--- src/rtl/stall_ctrl_pkg.sv ---
// Shared definitions for the pipeline stall/flush controller and its MDU latency counter.
package stall_ctrl_pkg;

    localparam int unsigned MDU_CNT_W = 4;

    localparam logic ST_RUN      = 1'b0;
    localparam logic ST_MDU_WAIT = 1'b1;

    localparam logic [4:0] REG_ZERO = 5'd0;

    typedef struct packed {
        logic pc_en;
        logic if_id_en;
        logic if_id_flush;
        logic id_ex_en;
        logic id_ex_flush;
        logic ex_mem_en;
        logic ex_mem_flush;
        logic mem_wb_flush;
    } stage_ctrl_t;

endpackage

--- src/rtl/mdu_lat_counter.sv ---
// Fixed-latency multiply/divide sequencer: tracks the busy window and pulses done on completion.
module mdu_lat_counter
    import stall_ctrl_pkg::*;
#(
    parameter int unsigned MDU_LAT = 4
) (
    input  logic clk,
    input  logic rst_n,
    input  logic hold_i,
    input  logic start_i,
    output logic stall_o,
    output logic done_o,
    output logic busy_o
);

    localparam logic [MDU_CNT_W-1:0] LOAD_VAL = MDU_CNT_W'(MDU_LAT - 1);

    logic                 state_q, state_d;
    logic [MDU_CNT_W-1:0] cnt_q, cnt_d;

    always_comb begin
        state_d = state_q;
        cnt_d   = cnt_q;
        done_o  = 1'b0;
        // A data-memory stall freezes the sequencer, including the done pulse.
        if (!hold_i) begin
            if (state_q == ST_RUN) begin
                if (start_i) begin
                    state_d = ST_MDU_WAIT;
                    cnt_d   = LOAD_VAL;
                end
            end else if (cnt_q != '0) begin
                cnt_d = cnt_q - MDU_CNT_W'(1);
            end else begin
                done_o  = 1'b1;
                state_d = ST_RUN;
            end
        end
    end

    assign stall_o = ((state_q == ST_RUN) & start_i) |
                     ((state_q == ST_MDU_WAIT) & (cnt_q != '0));
    assign busy_o  = (state_q == ST_MDU_WAIT) | ((state_q == ST_RUN) & start_i);

    always_ff @(posedge clk or negedge rst_n) begin
        if (!rst_n) begin
            state_q <= ST_RUN;
            cnt_q   <= '0;
        end else begin
            state_q <= state_d;
            cnt_q   <= cnt_d;
        end
    end

endmodule

--- src/rtl/pipe_stall_ctrl.sv ---
// Central stall/flush controller for the 5-stage pipeline: prioritises hazards and slow-resource
// waits into per-stage enables/flushes and counts stalled cycles.
module pipe_stall_ctrl
    import stall_ctrl_pkg::*;
#(
    parameter int unsigned MDU_LAT = 4,
    parameter int unsigned CNT_W   = 32
) (
    input  logic             clk,
    input  logic             rst_n,
    input  logic             imem_ready,
    input  logic             mem_req,
    input  logic             dmem_ready,
    input  logic             ex_mem_read,
    input  logic [4:0]       ex_rt,
    input  logic [4:0]       id_rs,
    input  logic [4:0]       id_rt,
    input  logic             id_uses_rt,
    input  logic             ex_mdu_start,
    input  logic             ex_branch_taken,
    output logic             pc_en,
    output logic             if_id_en,
    output logic             if_id_flush,
    output logic             id_ex_en,
    output logic             id_ex_flush,
    output logic             ex_mem_en,
    output logic             ex_mem_flush,
    output logic             mem_wb_flush,
    output logic             mdu_done,
    output logic             mdu_busy,
    output logic [CNT_W-1:0] stall_cnt
);

    logic        dmem_stall, load_use, imem_stall, mdu_stall;
    logic        mdu_done_raw, mdu_busy_raw;
    stage_ctrl_t ctrl;
    logic [CNT_W-1:0] stall_cnt_q;

    assign dmem_stall = mem_req & ~dmem_ready;
    assign imem_stall = ~imem_ready;
    assign load_use   = ex_mem_read & (ex_rt != REG_ZERO) &
                        ((ex_rt == id_rs) | (id_uses_rt & (ex_rt == id_rt)));

    mdu_lat_counter #(
        .MDU_LAT (MDU_LAT)
    ) u_mdu (
        .clk     (clk),
        .rst_n   (rst_n),
        .hold_i  (dmem_stall),
        .start_i (ex_mdu_start),
        .stall_o (mdu_stall),
        .done_o  (mdu_done_raw),
        .busy_o  (mdu_busy_raw)
    );

    always_comb begin
        ctrl = '{pc_en: 1'b1, if_id_en: 1'b1, id_ex_en: 1'b1, ex_mem_en: 1'b1, default: 1'b0};
        if (!rst_n) begin
            ctrl = '{if_id_flush: 1'b1, id_ex_flush: 1'b1, ex_mem_flush: 1'b1,
                     mem_wb_flush: 1'b1, default: 1'b0};
        end else if (dmem_stall) begin
            // Freeze everything up to MEM; a pending branch redirects after release.
            ctrl.pc_en        = 1'b0;
            ctrl.if_id_en     = 1'b0;
            ctrl.id_ex_en     = 1'b0;
            ctrl.ex_mem_en    = 1'b0;
            ctrl.mem_wb_flush = 1'b1;
        end else if (mdu_stall) begin
            ctrl.pc_en        = 1'b0;
            ctrl.if_id_en     = 1'b0;
            ctrl.id_ex_en     = 1'b0;
            ctrl.ex_mem_flush = 1'b1;
        end else if (ex_branch_taken) begin
            ctrl.if_id_flush = 1'b1;
            ctrl.id_ex_flush = 1'b1;
        end else if (load_use) begin
            ctrl.pc_en       = 1'b0;
            ctrl.if_id_en    = 1'b0;
            ctrl.id_ex_flush = 1'b1;
        end else if (imem_stall) begin
            ctrl.pc_en       = 1'b0;
            ctrl.if_id_flush = 1'b1;
        end
    end

    assign pc_en        = ctrl.pc_en;
    assign if_id_en     = ctrl.if_id_en;
    assign if_id_flush  = ctrl.if_id_flush;
    assign id_ex_en     = ctrl.id_ex_en;
    assign id_ex_flush  = ctrl.id_ex_flush;
    assign ex_mem_en    = ctrl.ex_mem_en;
    assign ex_mem_flush = ctrl.ex_mem_flush;
    assign mem_wb_flush = ctrl.mem_wb_flush;
    assign mdu_done     = rst_n & mdu_done_raw;
    assign mdu_busy     = rst_n & mdu_busy_raw;

    always_ff @(posedge clk or negedge rst_n) begin
        if (!rst_n) begin
            stall_cnt_q <= '0;
        end else if (!ctrl.pc_en && (stall_cnt_q != '1)) begin
            stall_cnt_q <= stall_cnt_q + CNT_W'(1);
        end
    end

    assign stall_cnt = stall_cnt_q;

endmodule

--- config.mk ---
export PLATFORM = sky130hd
export DESIGN_NAME = pipe_stall_ctrl
export DESIGN_NICKNAME = d
export VERILOG_FILES = /design/src/rtl/stall_ctrl_pkg.sv /design/src/rtl/mdu_lat_counter.sv /design/src/rtl/pipe_stall_ctrl.sv
export SDC_FILE = /design/constraint.sdc
export NUM_CORES = 1
export LEC_CHECK = 0
export ABC_AREA = 1
export BUFFER_PORTS_ARGS = -buffer_cell sky130_fd_sc_hd__buf_2
export CORE_ASPECT_RATIO = 0.8
export CORE_MARGIN = 1.5
export CORE_UTILIZATION = 58
export DETAILED_ROUTE_END_ITERATION = 10
export GPL_ROUTABILITY_DRIVEN = 0
export PLACE_DENSITY_LB_ADDON = 0.05
export SKIP_CTS_REPAIR_TIMING = 1
export SYNTH_ARGS = -nofsm -noshare
export SYNTH_HDL_FRONTEND = slang
export SYNTH_SLANG_ARGS = --single-unit
--- constraint.sdc ---
create_clock -name clk -period 3.85 [get_ports clk]
set_input_delay 1.155 -clock clk [delete_from_list [all_inputs] [get_ports clk]]
set_output_delay 1.155 -clock clk [all_outputs]
set_load 0.02 [all_outputs]
After elaboration in Yosys (flattened, before gate mapping):

Index checks and enable logic that the tools add are counted.

* register bits: 37
* input bits: 24
* word-level logic and storage cells: 60

* add/subtract/negate cells: 2
* equality and inequality tests: 4
* muxes and demuxes: 31
* bitwise operators: 14
* reductions and logical operators: 6

Operators with widths (count)
* $add A32 B1 Y32 const B: 1
* $ne A32 B32 Y1 const B: 1
* $mux W1: 24
* $mux W4: 3
* $eq A5 B5 Y1: 2
* $and A1 B1 Y1: 8
* $mux W8: 1
* $mux W2: 3
* $reduce_bool A5 Y1: 1
* $reduce_bool A4 Y1: 1
* $sub A4 B1 Y4 const B: 1
* $not A1 Y1: 3
* $or A1 B1 Y1: 3
* $reduce_and A3 Y1: 1
* $ne A2 B2 Y1 const B: 1
* $reduce_bool A2 Y1: 1
* $logic_and A1 B1 Y1: 1
* $logic_not A1 Y1: 1

Logic depth before layout (Yosys ltp):

Gate-level depths: netlist of run 1.

* word-level depth: 11
* depth in mapped cells: 12

By module:

A second synthesis of run 1 with hierarchy kept.

* cells, all modules: 419
* area total of the unflattened synthesis: 2725.1 um^2

Modules (own cells, without submodules)
* pipe_stall_ctrl: times used 1, cells each 379, area an instance 2421.1 um^2, seq. area each 800.8 um^2
* mdu_lat_counter: times used 1, cells each 40, area an instance 304.0 um^2, seq. area each 125.1 um^2

Worst setup path after synthesis of run 1:

Ideal clock, no wire load.

* kind: input to output
* start point: in ex_mdu_start
* end point: out pc_en
* arrival: 2.408 ns
* data required time: 2.695 ns
* path slack: 0.287 ns
* cell stages on the path: 6
* cells stage by stage: o21ai_1 -> nand2_1 -> nor2_1 -> nand3_1 -> buf_2 -> inv_1

* longest elaborated chain between the ends: 5

Ends and longest elaborated chain
* start, declared: RTL line pipe_stall_ctrl.sv:19 `input logic ex_mdu_start,`
* $and A1 B1 Y1: RTL line mdu_lat_counter.sv:41 `assign stall_o = ((state_q == ST_RUN) & start_i) |`
* $or A1 B1 Y1: RTL line mdu_lat_counter.sv:41
* $mux W2: RTL line pipe_stall_ctrl.sv:68 `end else if (mdu_stall) begin`
* $mux W2: RTL line pipe_stall_ctrl.sv:61 `end else if (dmem_stall) begin`
* $mux W8: RTL line pipe_stall_ctrl.sv:58 `if (!rst_n) begin`
* end, declared: RTL line pipe_stall_ctrl.sv:21 `output logic pc_en,`

Every way passes these cells.

Worst setup path after layout of run 1:

* start point: in ex_rt[3]
* end point: out pc_en

* longest elaborated chain between the ends: 9
* elaborated cells on any way between the ends: 12

Ends and longest elaborated chain
* start, declared: RTL line pipe_stall_ctrl.sv:15 `input logic [4:0] ex_rt,`
* $eq A5 B5 Y1: RTL line pipe_stall_ctrl.sv:42 `((ex_rt == id_rs) | (id_uses_rt & (ex_rt == id_rt)));`
* $and A1 B1 Y1: RTL line pipe_stall_ctrl.sv:42
* $or A1 B1 Y1: RTL line pipe_stall_ctrl.sv:42
* $and A1 B1 Y1 *: RTL line pipe_stall_ctrl.sv:41 `assign load_use = ex_mem_read & (ex_rt != REG_ZERO) &`
* $mux W1 *: RTL line pipe_stall_ctrl.sv:76 `end else if (load_use) begin`
* $mux W2 *: RTL line pipe_stall_ctrl.sv:73 `end else if (ex_branch_taken) begin`
* $mux W2 *: RTL line pipe_stall_ctrl.sv:68
* $mux W2 *: RTL line pipe_stall_ctrl.sv:61
* $mux W8 *: RTL line pipe_stall_ctrl.sv:58

Every way passes the cells marked *; elsewhere a longest branch is shown, timed or not.

==> summary.txt, run 1 <==
Run status
  • Outcome: complete, no violations

Clock tree
  • Clk_lat worst skew: 0.29 ns
  • Max H-tree Level: 2
  • Worst-path clk slew: ~0.070 ns
  • Clock root buffer: clkbuf_8
  • Num CTS Buffers: 5
  • CTS max path bufs: 2
  • CTS sink cnt: 37
  • CTS tree: built

Synth
  • Share of async-settable or async-resettable flops after synthesis: 1.00
  • Post-synth top area share: 0.345
  • Area contributors post-synth: dfrtp_1 35%, nand2_1 23%, nand3_1 8.6%
  • Top post-synthesis cells by count: 161 x nand2_1, 47 x inv_1, 46 x nand3_1, 46 x nor2_1, 37 x dfrtp_1
  • Netlist cell types: 24
  • Synthesized net count: 441
  • Most common cell in the netlist: nand2_1
  • Avg Inst Size Synth: 6.46 sq um
  • Ys flop type: dfrtp_1
  • Yosys top cell by area: dfrtp_1
  • Mapped cell area: 2680 sq um
  • Synth Register Bits: 37
  • Synth warn: 0
  • Post-synthesis sequential area ratio: 0.345
  • Syn Inst Count: 415
  • Post-synth EDFFs: 0

GRT
  • Largest net degree at the start of global routing: 35
  • Vias in the first global route: ~2.5k
  • Met1 Use GR: 0.409
  • All-Layer GR Usage: 0.285
  • GRT overflow: 0
  • Met3 Resource Use GR: 0.0429
  • Gr busiest metal: met2
  • First-pass GRT wire length: around 11 mm
  • Grt met2 use: 0.439
  • Antenna violations before repair: 0

Layout
  • # diodes: 0
  • Storage cell area: 926 sq um
  • Multi-input logic area: 1520 sq um
  • Area growth from synthesis to layout: 16.8%
  • Filler cells: 374
  • Layout cells sized above 1: 0.168
  • Nets: 508

Flow run
  • Max-cap violations: 0

Drt
  • Via count: 2811
  • DR WL/cell: between 10 and 15 um
  • Final antenna-violating net count: 0
  • Drt initial violations: 250
  • DR DRC count: 0
  • Pre-antenna DRT Iters: 4
  • Post-Route WL: 6.60 mm
  • Detailed-route vias per instance: 5.22

Timing
  • RSZ-0062 raised after global routing: false
  • WHS: about 0.52 ns
  • Max_slew headroom: 0.619
  • Crit share post-route: 0.880
  • Fin Setup TNS: 0 ns
  • Max-slew violation count: 0
  • Count of final hold-check violations: 0
  • Tmin final: 3.39 ns
  • Final setup fails: 0
  • Fin Clk Skew: 0.00679 ns
  • FMAX: roughly 300 MHz
  • Slew @ Worst Pin: around 0.57 ns

Critical path
  • Crit Path Class: in -> out
  • Worst r2r src: u_mdu.cnt_q[0]
  • Critical path arrival: 2.23 ns
  • Slowest cell delay on critical path: 0.17 ns
  • CP max stage cell: buf_2
  • Type of origin of the critical path: input port
  • WP data required: 2.69 ns
  • Crit-path max FO: 3
  • Crit end category: primary output
  • Most used cell, CP: inv_1
  • CP Launch Point: ex_rt[3]
  • CP Cell Sequence: buf_2, inv_1, nand4_1, o21ai_0, inv_1, nand3_1, nand3_1, inv_1, buf_2

Die
  • Core area: 4310 sq um
  • Chip Height: 63.8 um
  • Row count: 21
  • I/O pin cnt: 66
  • Initial Util: 0.622
  • Die Wd: 79.0 um
  • Die area: 5040 sq um

Power and ir drop
  • P_sw: 0.457 mW
  • Reg power frac: 0.434
  • Peak VDD IR: between 0.5 and 0.6 mV
  • Clock power share: 0.230
  • Leak: 1.78 nW
  • Share of total power in combinational logic: 0.336
  • Sw Ratio: 0.385
  • Cell Int Power: 0.731 mW
  • P per Cell Area: 379 nW/um^2

Worst hold path
  • Hold Crit Class: reg -> reg
  • HP Start: u_mdu.cnt_q[0]

Placed design
  • PortBufs: 65
  • Post-DP HPWL: 5.05 mm
logic make-up after synthesis:
group	Yosys count	synth area share
compound gates	11	0.0224
xor+xnor	27	0.0882
fa+ha+maj	2	0.00933
buf+inv	56	0.0896
flops	37	0.345
simple gates	282	0.445
layer usage:
| metal | part of all wire | vias up |
|---|---|---|
| li1 | - | 1434 |
| met5 | 0 | - |
| met4 | 0.010 | 0 |
| met3 | 0.073 | 7 |
| met1 | 0.48 | 1265 |
| met2 | 0.43 | 105 |
worst paths after layout:
kind / endpoint / slack [ns] / depth (start not counted)
max in group asynchronous: stall_cnt[14] / 2.78 / 2
worst max-delay path: pc_en / 0.46 / 9
worst max register to register: stall_cnt[28] / 1.51 / 11
worst min register to register: u_mdu.cnt_q[0] / 0.52 / 1
min in group asynchronous: stall_cnt[5] / 0.86 / 2
worst min-delay path: u_mdu.cnt_q[0] / 0.52 / 1
stage by stage:
step | setup slack, ns | power, mW | util | cell area (sq um) | std cells
2_1_floorplan | 0.287 | 0.794 | - | 2680 | 415
3_3_place_gp | 0.531 | 0.902 | 0.706 | 3040 | 532
3_5_place_dp | 0.498 | 0.916 | 0.706 | 3040 | 532
4_1_cts | 0.482 | 1.19 | 0.726 | 3130 | 539
5_1_grt | 0.347 | 1.27 | 0.726 | 3130 | 539
6_report | 0.463 | 1.19 | 0.726 | 3130 | 539
critical path: cells and delay by family:
| family | cells | cell delay [ns] |
|---|---|---|
| buffers and inverters | 5 | 0.54 |
| and+or+nand+nor | 3 | 0.38 |
| AOI/OAI and AO/OA | 1 | 0.16 |
state kept, by name, indices dropped and copies added (netlist names):
register and flops:
u_mdu.state_q 1, stall_cnt 32, u_mdu.cnt_q 4
cell type report:
class	count	area share
Clock buffer	7	0.0276
Tap cell	57	0.0228
Inverter	47	0.0564
Sequential cell	37	0.296
Multi-Input combinational cell	322	0.484
Timing Repair Buffer	69	0.114
cells in the final DEF (no fill, tap or decap):
cell type	count
clkbuf_8	6
nor3_1	13
nand3_2	1
dfrtp_1	37
nor2_4	1
ha_1	2
nand4_2	1
clkbuf_1	1
xnor2_1	10
nand2_1	161
xor2_1	17
nor4_1	1
nand4_1	4
buf_2	65
buf_4	4
o21ai_1	1
nor2_1	46
nor2_2	2
nand2_2	1
a21oi_1	4
nand3_1	46
inv_1	47
a22oi_1	1
a21o_1	1
o21ai_0	4
nand3b_1	5
power by group through the flow:
stage / Combinational [mW] / Clock [mW] / Sequential (mW)
after floorplan: 0.243 / 0 / 0.551
after global placement: 0.385 / 0 / 0.517
after detailed placement: 0.396 / 0 / 0.521
after CTS: 0.399 / 0.275 / 0.515
after global routing: 0.453 / 0.289 / 0.526
final: 0.399 / 0.273 / 0.515
Note: power is estimated with default switching activity, not from simulation.
==> run 2, diff against run 1 <==
--- a/config.mk
+++ b/config.mk
@@ -5,11 +5,11 @@
 export SDC_FILE = /design/constraint.sdc
 export NUM_CORES = 1
 export LEC_CHECK = 0
-export ABC_AREA = 1
+export ABC_AREA = 0
 export BUFFER_PORTS_ARGS = -buffer_cell sky130_fd_sc_hd__buf_2
 export CORE_ASPECT_RATIO = 0.8
 export CORE_MARGIN = 1.5
-export CORE_UTILIZATION = 58
+export CORE_UTILIZATION = 54
 export DETAILED_ROUTE_END_ITERATION = 10
 export GPL_ROUTABILITY_DRIVEN = 0
 export PLACE_DENSITY_LB_ADDON = 0.05
==> run 2 against run 1 <==
Flip-flop and latch count stayed put. Largest cell class unchanged. Setup slack worse by 0.36 ns. Clock skew decreased by 0.0035 ns. Register-to-register slack improved by 0.09 ns. Global-route usage decreased by 5.7 points. First-iteration DRC count shrank 59%.
==> summary.txt, run 2 <==
Layout
  • Post-Route Utilization: 0.706 (-0.0201)
  • Most common cell after layout, fill and taps aside: buf_2
  • Nets: 294 (-42%)
  • Most frequent cells in the layout: 65 x buf_2, 37 x dfrtp_1, 27 x xnor2_1
  • Layout cells sized above 1: 0.295 (+0.127)
  • Max FFs per register: 32 (unchanged)
  • # diodes: 0 (unchanged)
  • Fin area: 2430 sq um (-22%)
  • Area growth from synthesis to layout: 24.3%

Power and ir drop
  • P_sw: 0.411 mW (-9.9%)
  • Share of total power in combinational logic: 0.305 (-0.031)
  • Clock power share: 0.241 (+0.011)
  • Reg power frac: 0.455 (+0.021)
  • Cell Int Power: 0.747 mW (+2.3%)
  • Sw Ratio: 0.355 (-0.0297)
  • P per Cell Area: 476 nW/um^2 (+25%)
  • Peak VDD IR: 0.393 mV (-25%)
  • Leak: 1.17 nW (-34%)

Synth
  • Adder-Cell Fraction of Synth Area: 0.0128 (+0.00344)
  • Ys flop type: dfrtp_1
  • Yosys top cell by area: dfrtp_1
  • Synthesized net count: 223 (-49%)
  • Syn Inst Count: 197 (-53%)
  • Most common cell in the netlist: dfrtp_1
  • Area contributors post-synth: dfrtp_1 47%, xnor2_1 12%, xor2_1 6.3%
  • Post-synthesis sequential area ratio: 0.473 (+0.127)
  • Synth Register Bits: 37 (unchanged)
  • Share of async-settable or async-resettable flops after synthesis: 1.00 (unchanged)
  • Synth warn: 0 (unchanged)
  • Post-synth top area share: 0.473 (+0.127)
  • Top post-synthesis cells by count: 37 x dfrtp_1, 27 x xnor2_1, 16 x nand3_1
  • Mapped cell area: 1960 sq um (-27%)
  • Avg Inst Size Synth: 9.95 sq um (+54%)
  • Post-synthesis xor/xnor area fraction: 0.183 (+0.0951)
  • Netlist cell types: 30 (+25%)
  • Post-Synth Simple-Gate Area: 0.258 (-0.187)
  • Multiplexer share of the synthesized area: 0.00575 (+0.00575)
  • Largest family of logic cells by synthesized area: simple AND/OR/NAND/NOR gates
  • Post-synth EDFFs: 0 (unchanged)
  • Synth Area in Compound Gates: 0.0485 (+0.0261)

Timing
  • Slew @ Worst Pin: 0.552 ns (-0.0170 ns)
  • FMAX: 267 MHz (-9.5%)
  • Max_slew headroom: 0.632 (+0.0126)
  • Max-slew violation count: 0 (unchanged)
  • Fin Clk Skew: 0.00329 ns (-0.00351 ns)
  • Crit share post-route: 0.973 (+0.0928)
  • Final setup fails: 0 (unchanged)
  • RSZ-0062 raised after global routing: false
  • Count of final hold-check violations: 0 (unchanged)
  • Fin Setup TNS: 0 ns (unchanged)
  • Tmin final: 3.74 ns (+0.357 ns)

Placed design
  • Dpl cell area: 2340 sq um (-23%)
  • Post-DP HPWL: 3.08 mm (-39%)
  • PortBufs: 65 (unchanged)

Die
  • Die area: 4000 sq um (-21%)
  • Core area: 3450 sq um (-20%)
  • I/O pin cnt: 66 (unchanged)
  • Row count: 19 (-9.5%)
  • Initial Util: 0.568 (-0.0538)
  • Chip Height: 56.9 um (-11%)
  • Die Wd: 70.3 um (-11%)

Clock tree
  • Worst-path clk slew: 0.07 ns (about the same)
  • CTS tree: built
  • Max H-tree Level: 2 (unchanged)
  • Clk_lat worst skew: 0.29 ns (about the same)
  • Clock root buffer: clkbuf_8
  • CTS sink cnt: 37 (unchanged)
  • CTS max path bufs: 2 (unchanged)
  • Num CTS Buffers: 5 (unchanged)

Critical path
  • WP data required: 2.69 ns (about the same)
  • R2R Setup Slk: 1.60 ns (+0.09 ns)
  • CP Cell Sequence: buf_2, or4_1, o21ai_0, o31a_1, and2_1, buf_2
  • Worst flop-to-flop path endpoint: stall_cnt[22]
  • Crit-path max FO: 4 (+1)
  • Crit end category: primary output
  • Slowest cell delay on critical path: 0.50 ns (+0.33 ns)
  • Worst path top cell family by delay: simple AND/OR/NAND/NOR gates
  • Crit path depth: 6 (-3)
  • Bufs and invs on worst path: 2 (-3)
  • CP max stage cell: or4_1
  • Crit Path Class: in -> out
  • Critical path arrival: 2.59 ns (+0.36 ns)
  • Type of origin of the critical path: input port
  • R2R depth: 7 (-4)
  • Worst r2r src: stall_cnt[10]
  • Most used cell, CP: buf_2

Worst hold path
  • Hold path cells: 1 (unchanged)
  • WHS Endpoint: stall_cnt[31]
  • Hold Crit Class: reg -> reg
  • HP Start: stall_cnt[31]

Drt
  • Final antenna-violating net count: 0 (unchanged)
  • Detailed-route vias per instance: 5.51 (+5.6%)
  • Post-Route WL: 4.19 mm (-37%)
  • Via count: 1708 (-39%)
  • DR DRC count: 0 (unchanged)
  • Drt initial violations: 102 (-59%)
  • DR WL/cell: 13.5 um (+10%)
  • Pre-antenna DRT Iters: 4 (unchanged)

GRT
  • Vias in the first global route: 1524 (-39%)
  • GRT overflow: 0 (unchanged)
  • All-Layer GR Usage: 0.229 (-0.0565)
  • Largest net degree at the start of global routing: 42 (+20%)
  • Antenna violations before repair: 0 (unchanged)
  • First-pass GRT wire length: 7.18 mm (-36%)

Run status
  • Outcome: complete, no violations

Flow run
  • Max-cap violations: 0 (unchanged)
## run 2: cell type report
class,count,area [sq um]
repair buffers,69,355
clock buffers,6,82.6
clock inverters,1,7.51
inverters,4,15.0
well taps,42,52.6
multi-input cells,151,996
flip-flops and latches,37,926
fillers,305,1010
## run 2: per-stage QoR
stage	worst slack [ns]	power (mW)	cells	hold WS (ns)
finish	0.106	1.16	310	0.495
floorplan	0.116	0.755	197	0.475
detailed placement	0.109	0.887	303	0.485
CTS	0.106	1.17	310	0.498
global placement	0.158	0.873	303	0.471
global route	0.00511	1.23	310	0.519
## run 2: cell families after synthesis
kind of cell,count (synthesis)
muxes,1
and+or+nand+nor,91
adders and majority gates,2
DFF,37
xor gates and xnor gates,41
AOI/OAI and AO/OA,16
buffers and inverters,9
## run 2: how the worst max path moves through the flow
stage | startpoint | to | slack (ns)
floorplan | dmem_ready | pc_en | 0.12
global placement | ex_rt[1] | if_id_flush | 0.16
detailed placement | ex_rt[1] | pc_en | 0.11
CTS | ex_rt[1] | pc_en | 0.11
global route | ex_rt[1] | pc_en | 0.005
finish | ex_rt[1] | pc_en | 0.11
## run 2: per-layer routing
layer  up-vias  routed length (um)  global-route usage
li1        833                   -                   -
met1       819                2100               0.326
met2        51                1800               0.346
met3         5                 258              0.0790
met4         0                  31              0.0330
met5         -                   0                   0
## run 2: power groups by stage
stage                     sequential (mW)  combinational [mW]  clock, mW
after floorplan                     0.573               0.182          0
after global placement              0.530               0.344          0
after detailed placement            0.533               0.354          0
after CTS                           0.527               0.356      0.283
after global routing                0.539               0.394      0.300
final                               0.527               0.353      0.279
==> run 3, diff against run 2 <==
--- a/config.mk
+++ b/config.mk
@@ -7,9 +7,10 @@
 export LEC_CHECK = 0
 export ABC_AREA = 0
 export BUFFER_PORTS_ARGS = -buffer_cell sky130_fd_sc_hd__buf_2
+export CELL_PAD_IN_SITES_DETAIL_PLACEMENT = 1
+export CELL_PAD_IN_SITES_GLOBAL_PLACEMENT = 1
 export CORE_ASPECT_RATIO = 0.8
-export CORE_MARGIN = 1.5
-export CORE_UTILIZATION = 54
+export CORE_UTILIZATION = 40
 export DETAILED_ROUTE_END_ITERATION = 10
 export GPL_ROUTABILITY_DRIVEN = 0
 export PLACE_DENSITY_LB_ADDON = 0.05
==> run 3 against run 2 <==
Core utilization fell by 18 points. Global-route usage fell by 1.1 points. Via count fell by 1.5%. Cell count rose by 6.1%. Clock skew rose by 0.0046 ns. Total power fell by 0.11%.
==> summary.txt, run 3 (same netlist as run 2, synthesis figures left out) <==
Flow run
  • Max-cap violations: 0 (unchanged)

Critical path
  • R2R depth: 7 (unchanged)
  • Critical path arrival: 2.57 ns (-0.02 ns)
  • WP data required: 2.69 ns (about the same)
  • Crit-path max FO: 4 (unchanged)
  • Crit end category: primary output
  • CP endpoint: pc_en
  • Crit Path Class: in -> out
  • CP Launch Point: ex_rt[3]
  • Worst flop-to-flop path endpoint: stall_cnt[22]
  • R2R Setup Slk: 1.52 ns (-0.08 ns)
  • Type of origin of the critical path: input port
  • Worst r2r src: stall_cnt[10]

Placed design
  • PortBufs: 65 (unchanged)
  • Pre-CTS setup slack: 0.125 ns (+0.0154 ns)
  • Post-DP HPWL: 3.78 mm (+23%)
  • Placed Cells: 322 (+6.3%)

Worst hold path
  • Hold Crit Class: reg -> reg
  • HP Start: stall_cnt[7]

Power and ir drop
  • Peak VDD IR: 0.293 mV (-26%)
  • Cell Int Power: 0.747 mW (about the same)
  • P per Cell Area: 468 nW/um^2 (-1.6%)
  • Sw Ratio: 0.354 (-0.000816)
  • Share of total power in combinational logic: 0.310 (+0.005)
  • Clock power share: 0.234 (-0.007)
  • Reg power frac: 0.456 (about the same)
  • P_sw: 0.410 mW (-0.34%)
  • Tot Pwr: 1.16 mW (-0.11%)
  • Leak: 1.18 nW (+0.50%)

GRT
  • GRT overflow: 0 (unchanged)
  • First-pass GRT wire length: 8.55 mm (+19%)
  • All-Layer GR Usage: 0.218 (-0.0107)
  • Antenna violations before repair: 0 (unchanged)
  • Vias in the first global route: 1703 (+12%)
  • Largest net degree at the start of global routing: 31 (-26%)

Drt
  • DR WL/cell: 15.4 um (+14%)
  • Pre-antenna DRT Iters: 4 (unchanged)
  • Detailed-route vias per instance: 5.11 (-7.2%)
  • DR DRC count: 0 (unchanged)
  • Drt initial violations: 53 (-48%)
  • Via count: 1682 (-1.5%)
  • Post-Route WL: 5.07 mm (+21%)
  • Final antenna-violating net count: 0 (unchanged)

Timing
  • Fin Clk Skew: 0.00786 ns (+0.00457 ns)
  • Max-slew violation count: 0 (unchanged)
  • Crit share post-route: 0.968 (-0.00444)
  • Final setup fails: 0 (unchanged)
  • Fin Setup TNS: 0 ns (unchanged)
  • Slew @ Worst Pin: 0.428 ns (-0.124 ns)
  • Setup ws final: 0.123 ns (+0.0171 ns)
  • Max_slew headroom: 0.715 (+0.0830)
  • FMAX: 268 MHz (+0.46%)
  • Count of final hold-check violations: 0 (unchanged)
  • Tmin final: 3.73 ns (-0.0171 ns)

Clock tree
  • Max H-tree Level: 2 (unchanged)
  • Clk_lat worst skew: 0.28 ns (about the same)
  • Clock root buffer: clkbuf_8
  • Worst-path clk slew: 0.07 ns (about the same)
  • Num CTS Buffers: 5 (unchanged)
  • CTS tree: built
  • CTS sink cnt: 37 (unchanged)
  • CTS max path bufs: 2 (unchanged)

Layout
  • Area growth from synthesis to layout: 26.1%
  • Most frequent cells in the layout: 65 x buf_2, 37 x dfrtp_1, 27 x xnor2_1
  • Max FFs per register: 32 (unchanged)
  • # diodes: 0 (unchanged)
  • Layout Cells excl Fill: 329 (+6.1%)
  • Nets: 295 (+0.34%)
  • Layout cells sized above 1: 0.301 (+0.00634)
  • Most common cell after layout, fill and taps aside: buf_2

Die
  • Die area: 5180 sq um (+30%)
  • Row count: 22 (+3)
  • I/O pin cnt: 66 (unchanged)
  • Initial Util: 0.421 (-0.147)
  • Die Wd: 80.3 um (+14%)
  • Core area: 4650 sq um (+35%)
  • Chip Height: 64.6 um (+14%)

Run status
  • Outcome: complete, no violations
-- run 3: cell count changes in the layout (fill, tap and decap cells not counted), sizes merged --
cell,previous run,this run
buf,69,70
-- run 3: layout make-up --
cell class | instances | area [sq um]
Fill cell | 561 | 2180
Multi-Input combinational cell | 151 | 1000
Sequential cell | 37 | 926
Timing Repair Buffer | 70 | 363
Clock buffer | 6 | 82.6
Tap cell | 60 | 75.1
Inverter | 4 | 15.0
Clock inverter | 1 | 7.51
-- run 3: how the worst min path moves through the flow --
stage | end | slack, ns | cells after the start
6_report | stall_cnt[7] | 0.48 | 1
5_1_grt | stall_cnt[6] | 0.53 | 1
4_1_cts | stall_cnt[7] | 0.49 | 1
3_5_place_dp | stall_cnt[7] | 0.48 | 1
3_3_place_gp | stall_cnt[7] | 0.47 | 1
2_1_floorplan | u_mdu.cnt_q[3] | 0.48 | 2
-- run 3: layer usage --
metal	global-route usage	share of wire	vias up
li1	-	-	836
met1	0.305	0.49	803
met2	0.345	0.46	38
met3	0.0423	0.038	5
met4	0.0603	0.0083	0
met5	0	0	-
-- run 3: power by group through the flow --
stage / Combinational [mW] / Sequential (mW) / Clock, mW
final: 0.359 / 0.528 / 0.270
after CTS: 0.363 / 0.528 / 0.280
after global placement: 0.346 / 0.532 / 0
after detailed placement: 0.362 / 0.533 / 0
after global routing: 0.394 / 0.542 / 0.298
after floorplan: 0.182 / 0.573 / 0
-- run 3: critical path: stages --
cell	delay, ns
buf_2	0.13
xor2_1	0.18
nor4_2	0.29
a32oi_1	0.16
o31a_1	0.34
and2_1	0.16
buf_2	0.16
-- run 3: per-stage QoR --
step                 util  hold slack [ns]  instance area, sq um
floorplan               -            0.475                  1960
global placement    0.510            0.472                  2370
detailed placement  0.510            0.477                  2370
CTS                 0.530            0.492                  2460
global route        0.531            0.526                  2470
finish              0.531            0.483                  2470
